**src/rtl/sspis_wb_tmo.sv**
```systemverilog
// Wishbone request forwarder between the SPI-slave bridge and the interconnect.
// Registers each upstream request and bounds the downstream wait with a timeout.
module sspis_wb_tmo #(
  parameter int unsigned TMO_CYC  = 256,
  parameter logic [31:0] TMO_DATA = 32'hDEAD_0001
) (
  input  logic        sys_clk,
  input  logic        rst,
  input  logic        s_cyc_i,
  input  logic        s_stb_i,
  input  logic [31:0] s_adr_i,
  input  logic        s_we_i,
  input  logic [31:0] s_dat_i,
  input  logic [3:0]  s_sel_i,
  output logic [31:0] s_dat_o,
  output logic        s_ack_o,
  output logic        s_err_o,
  output logic        m_cyc_o,
  output logic        m_stb_o,
  output logic [31:0] m_adr_o,
  output logic        m_we_o,
  output logic [31:0] m_dat_o,
  output logic [3:0]  m_sel_o,
  input  logic [31:0] m_dat_i,
  input  logic        m_ack_i,
  input  logic        m_err_i,
  output logic        busy_o,
  output logic [7:0]  tmo_cnt_o
);

  localparam logic [1:0] ST_IDLE = 2'd0;
  localparam logic [1:0] ST_REQ  = 2'd1;
  localparam logic [1:0] ST_RESP = 2'd2;

  localparam logic [9:0] WAIT_LAST = 10'(TMO_CYC - 1);

  logic [1:0]  state_q,  state_d;
  logic [9:0]  wait_q,   wait_d;
  logic        m_req_q,  m_req_d;
  logic [31:0] m_adr_q,  m_adr_d;
  logic        m_we_q,   m_we_d;
  logic [31:0] m_dat_q,  m_dat_d;
  logic [3:0]  m_sel_q,  m_sel_d;
  logic [31:0] s_dat_q,  s_dat_d;
  logic        s_ack_q,  s_ack_d;
  logic        s_err_q,  s_err_d;
  logic [7:0]  tmo_q,    tmo_d;

  always_comb begin
    state_d = state_q;
    wait_d  = wait_q;
    m_req_d = m_req_q;
    m_adr_d = m_adr_q;
    m_we_d  = m_we_q;
    m_dat_d = m_dat_q;
    m_sel_d = m_sel_q;
    s_dat_d = s_dat_q;
    s_ack_d = 1'b0;
    s_err_d = 1'b0;
    tmo_d   = tmo_q;

    case (state_q)
      ST_IDLE: begin
        if (s_cyc_i && s_stb_i) begin
          m_adr_d = s_adr_i;
          m_we_d  = s_we_i;
          m_dat_d = s_dat_i;
          m_sel_d = s_sel_i;
          m_req_d = 1'b1;
          wait_d  = '0;
          state_d = ST_REQ;
        end
      end
      ST_REQ: begin
        // Abort beats everything; a real response beats the expiry on the same cycle.
        if (!s_cyc_i) begin
          m_req_d = 1'b0;
          state_d = ST_IDLE;
        end else if (m_err_i) begin
          m_req_d = 1'b0;
          s_err_d = 1'b1;
          s_dat_d = m_dat_i;
          state_d = ST_RESP;
        end else if (m_ack_i) begin
          m_req_d = 1'b0;
          s_ack_d = 1'b1;
          s_dat_d = m_dat_i;
          state_d = ST_RESP;
        end else if (wait_q == WAIT_LAST) begin
          m_req_d = 1'b0;
          s_err_d = 1'b1;
          s_dat_d = TMO_DATA;
          tmo_d   = (tmo_q == 8'hFF) ? tmo_q : tmo_q + 8'd1;
          state_d = ST_RESP;
        end else begin
          wait_d = wait_q + 10'd1;
        end
      end
      ST_RESP: state_d = ST_IDLE;
      default: state_d = ST_IDLE;
    endcase
  end

  always_ff @(posedge sys_clk) begin
    if (rst) begin
      state_q <= ST_IDLE;
      wait_q  <= '0;
      m_req_q <= 1'b0;
      m_adr_q <= '0;
      m_we_q  <= 1'b0;
      m_dat_q <= '0;
      m_sel_q <= '0;
      s_dat_q <= '0;
      s_ack_q <= 1'b0;
      s_err_q <= 1'b0;
      tmo_q   <= '0;
    end else begin
      state_q <= state_d;
      wait_q  <= wait_d;
      m_req_q <= m_req_d;
      m_adr_q <= m_adr_d;
      m_we_q  <= m_we_d;
      m_dat_q <= m_dat_d;
      m_sel_q <= m_sel_d;
      s_dat_q <= s_dat_d;
      s_ack_q <= s_ack_d;
      s_err_q <= s_err_d;
      tmo_q   <= tmo_d;
    end
  end

  assign m_cyc_o   = m_req_q;
  assign m_stb_o   = m_req_q;
  assign m_adr_o   = m_adr_q;
  assign m_we_o    = m_we_q;
  assign m_dat_o   = m_dat_q;
  assign m_sel_o   = m_sel_q;
  assign s_dat_o   = s_dat_q;
  assign s_ack_o   = s_ack_q;
  assign s_err_o   = s_err_q;
  assign busy_o    = (state_q != ST_IDLE);
  assign tmo_cnt_o = tmo_q;

endmodule

```
**config.mk**
```make
export PLATFORM = sky130hd
export DESIGN_NAME = sspis_wb_tmo
export DESIGN_NICKNAME = d
export VERILOG_FILES = /design/src/rtl/sspis_wb_tmo.sv
export SDC_FILE = /design/constraint.sdc
export NUM_CORES = 1
export LEC_CHECK = 0
export ABC_AREA = 1
export BUFFER_PORTS_ARGS = -buffer_cell sky130_fd_sc_hd__buf_2
export CORE_ASPECT_RATIO = 1.2
export CORE_MARGIN = 2
export CORE_UTILIZATION = 52
export CTS_BUF_LIST = sky130_fd_sc_hd__clkbuf_4 sky130_fd_sc_hd__clkbuf_8
export DETAILED_ROUTE_END_ITERATION = 7
export PLACE_DENSITY = 0.85
export SLEW_MARGIN = 20
export SYNTH_ARGS = -nofsm -noshare
export SYNTH_HDL_FRONTEND = slang
export SYNTH_SLANG_ARGS = --single-unit
export TNS_END_PERCENT = 5
```
**constraint.sdc**
```tcl
create_clock -name sys_clk -period 2.5 [get_ports sys_clk]
set_input_delay 0.5 -clock sys_clk [delete_from_list [all_inputs] [get_ports sys_clk]]
set_output_delay 0.5 -clock sys_clk [all_outputs]
set_load 0.05 [all_outputs]
```
==> metrics <==
status=finished clean; total congestion overflow=0; share of post-route cells with drive strength above 1=between 30% and 40%; area share of and/or/nand/nor cells after synthesis=around 28%; Chip Width=about 92 µm; CTS Sinks=about 120; total number of nets in the final design=956; highest ir drop seen on vdd=a little over 500 µV; area of the mapped netlist=0.00480 mm²; Reg clk slew, reported paths=around 0.070 ns; Tightest Hold Check Type=in2reg; Via-to-Cell Ratio=between 5 and 6; Int Power=3.49 mW; maximum number of pins on one net before global-route repair=approximately 70; Post-Syn Nets=~750; overall routed net length=12.9 mm; Post-CTS Resized=0; # H-tree levels=4; count of final hold-check violations=0; critical path startpoint category=flop; dominant combinational cell family by area after synthesis=simple AND/OR/NAND/NOR gates; top cell type by total area after synthesis=dfxtp_1; final cell utilization of the core=a little under three quarters; via count of the first global-routing pass=between 4,000 and 5,000; share of the synthesized netlist area taken by xor and xnor gates=less than 1%; synthesis-stage register bit count=around 120; logic gate share of total power=~18%; proportion of register bits with asynchronous set or reset after synthesis=0%; worst-path fanout max=21; area share of the largest cell type after synthesis=roughly half; critical path class=reg2reg; share of the clock period used by the worst path=79.3%; ports placed on the boundary=roughly 220; wire length of the first global-routing pass=20.3 mm; critical path required time=2.80 ns; antenna viol nets, final=0; DRT Pass-1 Iters=5; buffer count from post-CTS setup fixing=0; Highest Clock Rate=504 MHz; DRC violation total after the first TritonRoute iteration=between 150 and 200; share of total power in the clock network=between 30% and 40%; area added between synthesis and finish=32.7%; TritonCTS Buffers=17; number of instances in the synthesized netlist=approximately 640; total count of max-transition violations in the final report=0; unrepaired setup endpoints after global routing=no; Compound-Gate Fraction of Synth Area=between 10% and 20%; number of synthesized flops with an enable pin=0; critical path data arrival time=~2.3 ns; via count of the routed design=about 5,000; total of max-cap violations=0; count of synthesis-stage warnings from yosys=0; total number of placement rows=38; effective utilization at floorplan=a little over half; gp weighted congestion=0.822; Wirelength per Cell=roughly 13 µm; die outline area=about 0.01 mm²; headroom to the max-slew limit=40.0%; placeable core area=around 0.009 mm²; TritonCTS clock tree=yes; hold bufs inserted after CTS=0; combined flip-flop and latch cell area=around 0.0025 mm²; number of I/O port buffers=220; sequential area share after synthesis=51.7%; PwrDens=~800 mW/mm²; Synth area leaders=dfxtp_1, nor2_1, o21ai_0, nand2_1, a21oi_1; Die H=approximately 110 µm; global routing usage summed across all routing layers=roughly 25%; most repeated cell in the gate-level netlist after synthesis=nor2_1; number of buffers on the longest clock path=2; drc violations=0; clock latency on the worst-skew pair=roughly 0.42 ns; fraction of the mapped netlist area in adder cells=0.522%; Layout Skew=around 0.0068 ns; Sum Neg Setup Slack=0 ns; Synth Area per Inst=7.51 µm²; post-route minimum period=about 2.0 ns; sequential fraction of design power=43.1%; reported leakage power=around 3.2 nW; final count of negative-setup-slack endpoints=0; actual transition at the worst max-transition pin=~0.9 ns; NetSw=around 1.5 mW; top_reg_cell synth=dfxtp_1; total area of multi-input combinational cells=just over 0.002 mm²; antenna violations before repair=0; placed wire-length estimate after detailed placement=9.09 mm; Switching Fraction=between 20 and 30%; synth cell count leaders=nor2_1, dfxtp_1, nand2_1; multiplexer fraction of the synthesized cell area=0%; cell chosen for the clock root=clkbuf_8; Filler Cells Inserted=roughly 730; type of element capturing the critical path=flop; number of unique standard cell types used by synthesis=29; antenna cell count=0
cell type report:
cell class              instances  area share [%]
flip-flops and latches        124            39.0
multi-input cells             449            31.8
repair buffers                223            17.8
clock buffers                  22            4.56
clock inverters                10            2.56
well taps                     120            2.36
inverters                      32            1.91
layout by cell type (no fill, tap or decap), types with 4 or more instances in the layout:
master | synthesis | final
buf_2 | 3 | 220
o21ai_0 | 85 | 85
nor2_1 | 180 | 180
a21oi_1 | 35 | 35
inv_2 | 7 | 7
dfxtp_1 | 124 | 124
nand2_2 | 9 | 9
nand3_1 | 26 | 26
nand2_1 | 90 | 90
bufinv_16 | 0 | 4
inv_1 | 25 | 24
clkbuf_8 | 0 | 20
critical path, cell delays in order (launching register included):
cell	delay (ns)
dfxtp_1	0.37
ha_1	0.20
nand2_2	0.10
nor2_4	0.18
nand3_4	0.14
a21oi_4	0.39
inv_2	0.27
nand2_1	0.13
a21oi_1	0.07
metal layers:
metal	routed length, µm	global-route usage [%]	vias up	share of wire, %
met4	213	9.38	0	1.7
li1	-	-	2452	-
met3	1090	9.95	18	8.5
met5	0	0	-	0
met1	5010	28.7	2252	39
met2	6560	43.2	199	51
sequential cells by signal, summed over array words and instances (netlist names):
| name | cells |
|---|---|
| wait_q | 10 |
| m_cyc_o | 1 |
| s_ack_o | 1 |
| state_q | 2 |
| tmo_cnt_o | 8 |
| m_dat_o | 32 |
| m_adr_o | 32 |
| m_sel_o | 4 |
| s_err_o | 1 |
| m_we_o | 1 |
| s_dat_o | 32 |
worst paths after layout:
kind / cells after the start / to / startpoint / slack [ns]
hold / removal: 2 / s_ack_o / m_err_i / 0.28
setup reg to reg: 8 / s_dat_o[15] / wait_q[0] / 0.52
setup / recovery: 8 / s_dat_o[15] / wait_q[0] / 0.52
hold reg to reg: 2 / s_dat_o[1] / s_dat_o[1] / 0.46
through the flow:
step	cells	area [µm²]	power [mW]	setup WS, ns	hold slack (ns)
after floorplan	639	4800	2.81	0.744	0.449
after global placement	948	5910	3.04	0.599	0.446
after detailed placement	948	5910	3.06	0.511	0.456
after CTS	980	6360	5.01	0.502	0.242
after global routing	980	6370	5.17	0.340	0.244
final	980	6370	4.98	0.517	0.277
cell families after synthesis:
| kind of cell | after synthesis |
|---|---|
| DFF | 124 |
| adders and majority gates | 2 |
| xor gates and xnor gates | 4 |
| AOI/OAI and AO/OA | 124 |
| and+or+nand+nor | 319 |
| buffers and inverters | 66 |
power by group through the flow:
| stage | clock (mW) | sequential [mW] | combinational (mW) |
|---|---|---|---|
| finish | 1.96 | 2.15 | 0.869 |
| detailed placement | 0 | 2.19 | 0.871 |
| floorplan | 0 | 2.55 | 0.255 |
| global placement | 0 | 2.18 | 0.857 |
| global route | 2.08 | 2.16 | 0.937 |
| CTS | 1.99 | 2.15 | 0.873 |
(Power assumes the default switching activity.)
